$ cat src/rtl/xbar_pkg.sv
// Shared encodings for the crossbar program/verify engine: ops, response
// status codes, FSM states and the row one-hot helper.
package xbar_pkg;

    typedef enum logic [1:0] {
        OP_READ        = 2'd0,
        OP_PROG_VERIFY = 2'd1,
        OP_FORM        = 2'd2,
        OP_RSVD        = 2'd3
    } op_e;

    typedef enum logic [2:0] {
        RS_OK          = 3'd0,
        RS_VERIFY_FAIL = 3'd1,
        RS_INTERLOCK   = 3'd2,
        RS_ABORTED     = 3'd3,
        RS_RANGE       = 3'd4,
        RS_BAD_OP      = 3'd5
    } status_e;

    // Sampling happens on the last RD_SETTLE edge, so no separate SAMPLE cycle.
    typedef enum logic [2:0] {
        S_IDLE      = 3'd0,
        S_RD_SETTLE = 3'd1,
        S_PULSE     = 3'd2,
        S_GAP       = 3'd3,
        S_RESP      = 3'd4
    } state_e;

    function automatic logic [31:0] onehot_row(input int unsigned row);
        return 32'd1 << row;
    endfunction

endpackage

$ cat src/rtl/xbar_pv_engine_if.sv
// Command/response handshake bundle between the host decoder (master) and
// the crossbar engine (slave).
interface xbar_pv_engine_if #(
    parameter int ROWS  = 8,
    parameter int COLS  = 8,
    parameter int TRY_W = 4
) ();
    localparam int ROW_W = (ROWS > 1) ? $clog2(ROWS) : 1;
    localparam int COL_W = (COLS > 1) ? $clog2(COLS) : 1;

    logic             cmd_valid;
    logic             cmd_ready;
    logic [1:0]       cmd_op;
    logic [ROW_W-1:0] cmd_row;
    logic [COL_W-1:0] cmd_col;
    logic             cmd_pol;
    logic             cmd_target;
    logic [TRY_W-1:0] cmd_max_tries;
    logic             rsp_valid;
    logic             rsp_ready;
    logic [2:0]       rsp_status;
    logic [COLS-1:0]  rsp_data;
    logic [TRY_W-1:0] rsp_tries;

    modport master (
        output cmd_valid, cmd_op, cmd_row, cmd_col, cmd_pol, cmd_target, cmd_max_tries, rsp_ready,
        input  cmd_ready, rsp_valid, rsp_status, rsp_data, rsp_tries
    );

    modport slave (
        input  cmd_valid, cmd_op, cmd_row, cmd_col, cmd_pol, cmd_target, cmd_max_tries, rsp_ready,
        output cmd_ready, rsp_valid, rsp_status, rsp_data, rsp_tries
    );
endinterface

$ cat src/rtl/xbar_pulse_timer.sv
// Loadable down-counter shared by the pulse and read-settle phases; done is
// high while the count sits at zero.
module xbar_pulse_timer #(
    parameter int CNT_W = 16
) (
    input  logic             clk,
    input  logic             rst_n,
    input  logic             load,
    input  logic [CNT_W-1:0] value,
    input  logic             tick,
    output logic             done
);
    logic [CNT_W-1:0] count_q, count_d;

    assign done = (count_q == '0);

    always_comb begin
        count_d = count_q;
        if (load)
            count_d = value;
        else if (tick && !done)
            count_d = count_q - 1'b1;
    end

    always_ff @(posedge clk or negedge rst_n) begin
        if (!rst_n)
            count_q <= '0;
        else
            count_q <= count_d;
    end
endmodule

$ cat src/rtl/xbar_pv_engine.sv
// Cell-level READ / PROG_VERIFY / FORM sequencer for a ROWS x COLS memristor
// crossbar, driving row pads and sampling column comparators.
module xbar_pv_engine
    import xbar_pkg::*;
#(
    parameter int ROWS  = 8,
    parameter int COLS  = 8,
    parameter int CNT_W = 16,
    parameter int TRY_W = 4
) (
    input  logic               clk,
    input  logic               rst_n,
    xbar_pv_engine_if.slave    bus,
    input  logic [CNT_W-1:0]   pulse_width,
    input  logic [CNT_W-1:0]   form_width,
    input  logic [CNT_W-1:0]   settle_cycles,
    input  logic               prog_en,
    output logic [ROWS-1:0]    row_drive,
    output logic               row_oe,
    input  logic [COLS-1:0]    col_sense,
    output logic               busy
);
    localparam int ROW_W = (ROWS > 1) ? $clog2(ROWS) : 1;
    localparam int COL_W = (COLS > 1) ? $clog2(COLS) : 1;

    state_e           state_q, state_d;
    op_e              op_q, op_d;
    logic [ROW_W-1:0] row_q, row_d;
    logic [COL_W-1:0] col_q, col_d;
    logic             pol_q, pol_d;
    logic             tgt_q, tgt_d;
    logic [TRY_W-1:0] max_q, max_d;
    logic [CNT_W-1:0] pw_q, pw_d;
    logic [CNT_W-1:0] sl_q, sl_d;
    logic [TRY_W-1:0] tries_q, tries_d;
    status_e          status_q, status_d;
    logic [COLS-1:0]  data_q, data_d;
    logic [ROWS-1:0]  row_drive_q, row_drive_d;

    logic             tmr_load, tmr_tick, tmr_done;
    logic [CNT_W-1:0] tmr_val;
    logic [CNT_W-1:0] ld_prog, ld_form, ld_settle;
    logic [ROWS-1:0]  oh_row;
    logic             in_range;

    xbar_pulse_timer #(.CNT_W(CNT_W)) u_pulse_timer (
        .clk   (clk),
        .rst_n (rst_n),
        .load  (tmr_load),
        .value (tmr_val),
        .tick  (tmr_tick),
        .done  (tmr_done)
    );

    assign ld_prog   = (pulse_width   == '0) ? '0 : pulse_width   - 1'b1;
    assign ld_form   = (form_width    == '0) ? '0 : form_width    - 1'b1;
    assign ld_settle = (settle_cycles == '0) ? '0 : settle_cycles - 1'b1;
    assign in_range  = (int'(bus.cmd_row) < ROWS) && (int'(bus.cmd_col) < COLS);

    always_comb begin
        state_d  = state_q;
        op_d     = op_q;
        row_d    = row_q;
        col_d    = col_q;
        pol_d    = pol_q;
        tgt_d    = tgt_q;
        max_d    = max_q;
        pw_d     = pw_q;
        sl_d     = sl_q;
        tries_d  = tries_q;
        status_d = status_q;
        data_d   = data_q;
        tmr_load = 1'b0;
        tmr_tick = 1'b0;
        tmr_val  = '0;

        unique case (state_q)
            S_IDLE: begin
                if (bus.cmd_valid) begin
                    op_d     = op_e'(bus.cmd_op);
                    row_d    = bus.cmd_row;
                    col_d    = bus.cmd_col;
                    pol_d    = bus.cmd_pol;
                    tgt_d    = bus.cmd_target;
                    max_d    = (bus.cmd_max_tries == '0) ? TRY_W'(1) : bus.cmd_max_tries;
                    pw_d     = (bus.cmd_op == OP_FORM) ? ld_form : ld_prog;
                    sl_d     = ld_settle;
                    tries_d  = '0;
                    status_d = RS_OK;
                    data_d   = '0;
                    if (bus.cmd_op == OP_RSVD) begin
                        status_d = RS_BAD_OP;
                        state_d  = S_RESP;
                    end else if (!in_range) begin
                        status_d = RS_RANGE;
                        state_d  = S_RESP;
                    end else if (bus.cmd_op != OP_READ && !prog_en) begin
                        status_d = RS_INTERLOCK;
                        state_d  = S_RESP;
                    end else if (bus.cmd_op == OP_FORM) begin
                        tries_d  = TRY_W'(1);
                        tmr_load = 1'b1;
                        tmr_val  = ld_form;
                        state_d  = S_PULSE;
                    end else begin
                        tmr_load = 1'b1;
                        tmr_val  = ld_settle;
                        state_d  = S_RD_SETTLE;
                    end
                end
            end
            S_RD_SETTLE: begin
                tmr_tick = 1'b1;
                if (tmr_done) begin
                    data_d = col_sense;
                    if (op_q == OP_READ || col_sense[col_q] == tgt_q) begin
                        state_d = S_RESP;
                    end else if (tries_q == max_q) begin
                        status_d = RS_VERIFY_FAIL;
                        state_d  = S_RESP;
                    end else begin
                        tries_d  = tries_q + 1'b1;
                        tmr_load = 1'b1;
                        tmr_val  = pw_q;
                        state_d  = S_PULSE;
                    end
                end
            end
            S_PULSE: begin
                tmr_tick = 1'b1;
                if (!prog_en) begin
                    status_d = RS_ABORTED;
                    state_d  = S_RESP;
                end else if (tmr_done) begin
                    state_d = (op_q == OP_FORM) ? S_RESP : S_GAP;
                end
            end
            S_GAP: begin
                tmr_load = 1'b1;
                tmr_val  = sl_q;
                state_d  = S_RD_SETTLE;
            end
            S_RESP: begin
                if (bus.rsp_ready)
                    state_d = S_IDLE;
            end
            default: state_d = S_IDLE;
        endcase
    end

    // Pad drive is registered from the next state so it toggles cleanly on the edge.
    assign oh_row = ROWS'(onehot_row(32'(row_d)));

    always_comb begin
        row_drive_d = '0;
        if (state_d == S_RD_SETTLE)
            row_drive_d = oh_row;
        else if (state_d == S_PULSE)
            row_drive_d = (op_d == OP_FORM || pol_d) ? oh_row : ~oh_row;
    end

    always_ff @(posedge clk or negedge rst_n) begin
        if (!rst_n) begin
            state_q     <= S_IDLE;
            op_q        <= OP_READ;
            row_q       <= '0;
            col_q       <= '0;
            pol_q       <= 1'b0;
            tgt_q       <= 1'b0;
            max_q       <= '0;
            pw_q        <= '0;
            sl_q        <= '0;
            tries_q     <= '0;
            status_q    <= RS_OK;
            data_q      <= '0;
            row_drive_q <= '0;
        end else begin
            state_q     <= state_d;
            op_q        <= op_d;
            row_q       <= row_d;
            col_q       <= col_d;
            pol_q       <= pol_d;
            tgt_q       <= tgt_d;
            max_q       <= max_d;
            pw_q        <= pw_d;
            sl_q        <= sl_d;
            tries_q     <= tries_d;
            status_q    <= status_d;
            data_q      <= data_d;
            row_drive_q <= row_drive_d;
        end
    end

    assign row_drive      = row_drive_q;
    assign row_oe         = 1'b1;
    assign busy           = (state_q != S_IDLE);
    assign bus.cmd_ready  = (state_q == S_IDLE);
    assign bus.rsp_valid  = (state_q == S_RESP);
    assign bus.rsp_status = status_q;
    assign bus.rsp_data   = data_q;
    assign bus.rsp_tries  = tries_q;
endmodule

$ cat src/flat_wrapper.sv
// flat-port wrapper written by rule: the top's interface ports become plain ports
module xbar_pv_engine_flat import xbar_pkg::*;
#(
    parameter int ROWS  = 8,
    parameter int COLS  = 8,
    parameter int CNT_W = 16,
    parameter int TRY_W = 4
)
  (clk, rst_n, pulse_width, form_width, settle_cycles, prog_en, row_drive, row_oe, col_sense, busy, bus_cmd_valid, bus_cmd_op, bus_cmd_row, bus_cmd_col, bus_cmd_pol, bus_cmd_target, bus_cmd_max_tries, bus_rsp_ready, bus_cmd_ready, bus_rsp_valid, bus_rsp_status, bus_rsp_data, bus_rsp_tries);
  xbar_pv_engine_if #(.ROWS(ROWS), .COLS(COLS), .TRY_W(TRY_W)) bus_i ();
  input  logic clk;
  input  logic rst_n;
  input  logic [CNT_W-1:0] pulse_width;
  input  logic [CNT_W-1:0] form_width;
  input  logic [CNT_W-1:0] settle_cycles;
  input  logic prog_en;
  output logic [ROWS-1:0] row_drive;
  output logic row_oe;
  input  logic [COLS-1:0] col_sense;
  output logic busy;
  input wire logic [$bits(bus_i.cmd_valid)-1:0] bus_cmd_valid;
  input wire logic [$bits(bus_i.cmd_op)-1:0] bus_cmd_op;
  input wire logic [$bits(bus_i.cmd_row)-1:0] bus_cmd_row;
  input wire logic [$bits(bus_i.cmd_col)-1:0] bus_cmd_col;
  input wire logic [$bits(bus_i.cmd_pol)-1:0] bus_cmd_pol;
  input wire logic [$bits(bus_i.cmd_target)-1:0] bus_cmd_target;
  input wire logic [$bits(bus_i.cmd_max_tries)-1:0] bus_cmd_max_tries;
  input wire logic [$bits(bus_i.rsp_ready)-1:0] bus_rsp_ready;
  output wire logic [$bits(bus_i.cmd_ready)-1:0] bus_cmd_ready;
  output wire logic [$bits(bus_i.rsp_valid)-1:0] bus_rsp_valid;
  output wire logic [$bits(bus_i.rsp_status)-1:0] bus_rsp_status;
  output wire logic [$bits(bus_i.rsp_data)-1:0] bus_rsp_data;
  output wire logic [$bits(bus_i.rsp_tries)-1:0] bus_rsp_tries;
  assign bus_i.cmd_valid = bus_cmd_valid;
  assign bus_i.cmd_op = bus_cmd_op;
  assign bus_i.cmd_row = bus_cmd_row;
  assign bus_i.cmd_col = bus_cmd_col;
  assign bus_i.cmd_pol = bus_cmd_pol;
  assign bus_i.cmd_target = bus_cmd_target;
  assign bus_i.cmd_max_tries = bus_cmd_max_tries;
  assign bus_i.rsp_ready = bus_rsp_ready;
  assign bus_cmd_ready = bus_i.cmd_ready;
  assign bus_rsp_valid = bus_i.rsp_valid;
  assign bus_rsp_status = bus_i.rsp_status;
  assign bus_rsp_data = bus_i.rsp_data;
  assign bus_rsp_tries = bus_i.rsp_tries;
  xbar_pv_engine #(.ROWS(ROWS), .COLS(COLS), .CNT_W(CNT_W), .TRY_W(TRY_W)) u_core (.clk(clk), .rst_n(rst_n), .bus(bus_i), .pulse_width(pulse_width), .form_width(form_width), .settle_cycles(settle_cycles), .prog_en(prog_en), .row_drive(row_drive), .row_oe(row_oe), .col_sense(col_sense), .busy(busy));
endmodule
$ cat config.mk
export PLATFORM = sky130hd
export DESIGN_NAME = xbar_pv_engine_flat
export DESIGN_NICKNAME = d
export VERILOG_FILES = /design/src/rtl/xbar_pkg.sv /design/src/rtl/xbar_pv_engine_if.sv /design/src/rtl/xbar_pulse_timer.sv /design/src/rtl/xbar_pv_engine.sv /design/src/flat_wrapper.sv
export SDC_FILE = /design/constraint.sdc
export NUM_CORES = 1
export LEC_CHECK = 0
export CORE_UTILIZATION = 58
export CTS_CLUSTER_DIAMETER = 80
export DETAILED_ROUTE_END_ITERATION = 12
export PLACE_DENSITY = 0.95
export SLEW_MARGIN = 20
export SYNTH_ARGS = -nofsm -noshare
export SYNTH_HDL_FRONTEND = slang
export SYNTH_SLANG_ARGS = --single-unit
$ cat constraint.sdc
create_clock -name clk -period 5.1 [get_ports clk]
set_clock_uncertainty 0.2 [all_clocks]
set_input_delay 1.02 -clock clk [delete_from_list [all_inputs] [get_ports clk]]
set_output_delay 1.02 -clock clk [all_outputs]
set_load 0.02 [all_outputs]
==> results.sh <==
export IMPL_netlist_cell_type_count=86
export IMPL_clockBufferDepth=2
export IMPL_vias_per_cell=6.70
export IMPL_die_y_um=104
export IMPL_ys_seq_area_frac=0.368
export IMPL_peakVddDrop_mv=0.303
export IMPL_p_comb_frac=0.459
export IMPL_clock_latency_ns=0.37
export IMPL_grt_pass1_wl_mm=28.9
export IMPL_dr_pass1_iters=6
export IMPL_io_pins=102
export IMPL_drtAntennaViolNets=0
export IMPL_maxSlewViolCount=0
export IMPL_post_drt_wl_per_cell_um=19.6
export IMPL_cts_tree="built"
export IMPL_rows=36
export IMPL_n_antenna_cell=0
export IMPL_post_cts_setup_buffers=0
export IMPL_htree_levels=3
export IMPL_die_w_um=104
export IMPL_areaGrowthSynthToFinish_pct=21.0
export IMPL_synthesis_area_um2=5990
export IMPL_post_route_period_util=0.755
export IMPL_fin_nets=865
export IMPL_grt_pass1_vias=5820
export IMPL_yosys_most_used_dff="dfrtp_1"
export IMPL_ctsResizeCount=0
export IMPL_syn_nets=782
export IMPL_crit_path_cell_trace="clkdlybuf4s50_1 -> mux4_1 -> mux2i_4 -> mux2_4 -> nor4_4 -> buf_4 -> a211oi_1 -> o221a_1"
export IMPL_postSynthCellCount=701
export IMPL_cts_inserted_buffers=9
export IMPL_p_leak_uw=0.00292
export IMPL_portBuffers=100
export IMPL_max_stage_delay_ns=0.63
export IMPL_timing_fmax_mhz=260
export IMPL_p_seq_frac=0.381
export IMPL_p_int_uw=1830
export IMPL_drive_gt1_frac=0.0646
export IMPL_clkTransAtPathRegs_ns=0.10
export IMPL_status="finished, final reports clean"
export IMPL_crit_required_ns=5.17
export IMPL_rsz0062_at_grt="no"
export IMPL_tns_ns=0
export IMPL_start_util=0.604
export IMPL_worstSetupEndpointType="flop"
export IMPL_startpoint_type="input pin"
export IMPL_path_class="in -> reg"
export IMPL_hold_path_class="reg -> reg"
export IMPL_cap_violations=0
export IMPL_via_count=6182
export IMPL_critPathMaxFanout=12
export IMPL_coreArea_um2=9910
export IMPL_ctsHoldBuffers=0
export IMPL_grt_max_degree=89
export IMPL_synth_edf_count=0
export IMPL_grt_overflow=0
export IMPL_total_power_uw=3210
export IMPL_powerDensity_nw_per_um2=443
export IMPL_setup_viol=0
export IMPL_dpl_hpwl_mm=13.4
export IMPL_cpMaxStageDelayCell="nor4_4"
export IMPL_relSlewSlack=0.417
export IMPL_fp_dieArea_um2=10700
export IMPL_wirelength_mm=18.0
export IMPL_ys_ff_latch=88
export IMPL_p_switching_uw=1370
export IMPL_ys_async_sr_fraction=1.00
export IMPL_root_buffer="clkbuf_8"
export IMPL_p_sw_frac=0.428
export IMPL_cp_arrival_ns=3.92
export IMPL_p_clk_frac=0.160
export IMPL_hold_viol=0
export IMPL_drt_iter0_markers=754
export IMPL_antenna_found_initial=0
export IMPL_syn_area_per_cell_um2=8.54
export IMPL_numClockSinks=88
export IMPL_worstMarginPinSlew_ns=0.872
export IMPL_grt_usage=0.335
export IMPL_period_minus_slack_ns=3.85
export IMPL_globalplace_congestion=0.951
export IMPL_synth_warnings=0
export IMPL_drc=0
## kinds of logic (layout without fill, tap and decap cells)
logic type      after synthesis  count (layout)  share of synthesized area
compound gates              172             172                      0.201
xor+xnor                     40              40                     0.0585
fa+ha+maj                     7               7                     0.0144
buf+inv                      58             146                     0.0445
flops                        88              88                      0.368
mux                          24              24                     0.0495
other cells                   1               1                   0.000626
simple gates                311             311                      0.264
## cells in the mapped netlist (12+ instances only)
master	count	area, um^2
nand2_1	99	372
nor3_1	21	105
xor2_1	19	166
clkbuf_1	20	75.1
nand3_1	21	105
or3_1	17	106
inv_1	24	90.1
o21ai_0	27	135
or4_1	12	90.1
mux2i_1	15	150
nor4_1	15	93.8
o22ai_1	12	75.1
nor2_1	67	251
a21oi_1	33	165
dfrtp_1	88	2200
xnor2_1	21	184
## routing by layer
| layer | vias up | GRT usage | part of all wire |
|---|---|---|---|
| met4 | 0 | 0.141 | 0.037 |
| met1 | 2932 | 0.433 | 0.38 |
| met3 | 82 | 0.0654 | 0.11 |
| met2 | 427 | 0.549 | 0.48 |
| met5 | - | 0 | 0 |
| li1 | 2741 | - | - |
## registers in the layout (all words and copies together) (netlist names), 3 cells and up
name,count
u_core.row_drive,8
u_core.state_q,3
u_core.sl_q,16
u_core.bus.rsp_tries,4
u_core.max_q,4
u_core.pw_q,16
u_core.u_pulse_timer.count_q,16
u_core.bus.rsp_status,3
u_core.row_q,3
u_core.bus.rsp_data,8
u_core.col_q,3
## power groups by stage
| stage | Combinational (uW) | Sequential, uW | Clock [uW] |
|---|---|---|---|
| 4_1_cts | 1440 | 1210 | 512 |
| 3_5_place_dp | 1420 | 1230 | 0 |
| 3_3_place_gp | 1360 | 1200 | 0 |
| 5_1_grt | 1600 | 1250 | 543 |
| 6_report | 1470 | 1220 | 514 |
| 2_1_floorplan | 1010 | 1170 | 0 |
## layout make-up
cell class              count  area [um^2]
clock buffers              10          138
well taps                 133          166
inverters                  25         93.8
repair buffers            105         1040
flip-flops and latches     88         2200
multi-input cells         555         3530
clock inverters             6         73.8
fillers                   703         2660
## through the flow
stage               utilization  worst slack [ns]  hold slack (ns)  std cells  instance area [um^2]
floorplan                     -              1.83            0.241        701                  5990
global placement          0.710              1.03            0.253        906                  7030
detailed placement        0.710             0.971            0.273        906                  7030
CTS                       0.731              1.36            0.291        922                  7240
global route              0.731              1.13            0.305        922                  7250
finish                    0.731              1.25            0.291        922                  7250
## layout by cell type (no fill, tap or decap), types with 7 or more instances in the layout
| cell type | count |
|---|---|
| a211oi_1 | 9 |
| a21oi_1 | 33 |
| a22o_1 | 9 |
| a22oi_1 | 7 |
| a31oi_1 | 7 |
| clkbuf_8 | 10 |
| clkdlybuf4s50_1 | 99 |
| dfrtp_1 | 88 |
| inv_1 | 24 |
| mux2i_1 | 15 |
| nand2_1 | 99 |
| nand2b_1 | 7 |
| nand3_1 | 21 |
| nand4_1 | 7 |
| nor2_1 | 67 |
| nor3_1 | 21 |
| nor4_1 | 15 |
| o21ai_0 | 27 |
| o22ai_1 | 12 |
| o31ai_1 | 11 |
| or3_1 | 17 |
| or4_1 | 12 |
| xnor2_1 | 21 |
| xor2_1 | 19 |
## path summary, 6_finish.rpt
path                                    from                               to  slack, ns  cells past startpoint
max                             col_sense[2]  u_core.u_pulse_timer.count_q[7]       1.25                      8
min                           u_core.sl_q[7]                   u_core.sl_q[7]       0.29                      1
max reg2reg                u_core.state_q[1]  u_core.u_pulse_timer.count_q[1]       1.78                      7
min reg2reg                   u_core.sl_q[7]                   u_core.sl_q[7]       0.29                      1
max in group asynchronous              rst_n                   u_core.sl_q[3]       3.66                      1
min in group asynchronous              rst_n           u_core.bus.rsp_data[6]       0.47                      1
## critical path: cells and delay by family
kind	cells	cell delay (ns)
mux	3	1.19
compound gates	2	0.33
simple gates	1	0.63
buf+inv	2	0.75
No activity file was read; power rests on OpenSTA's default activity.
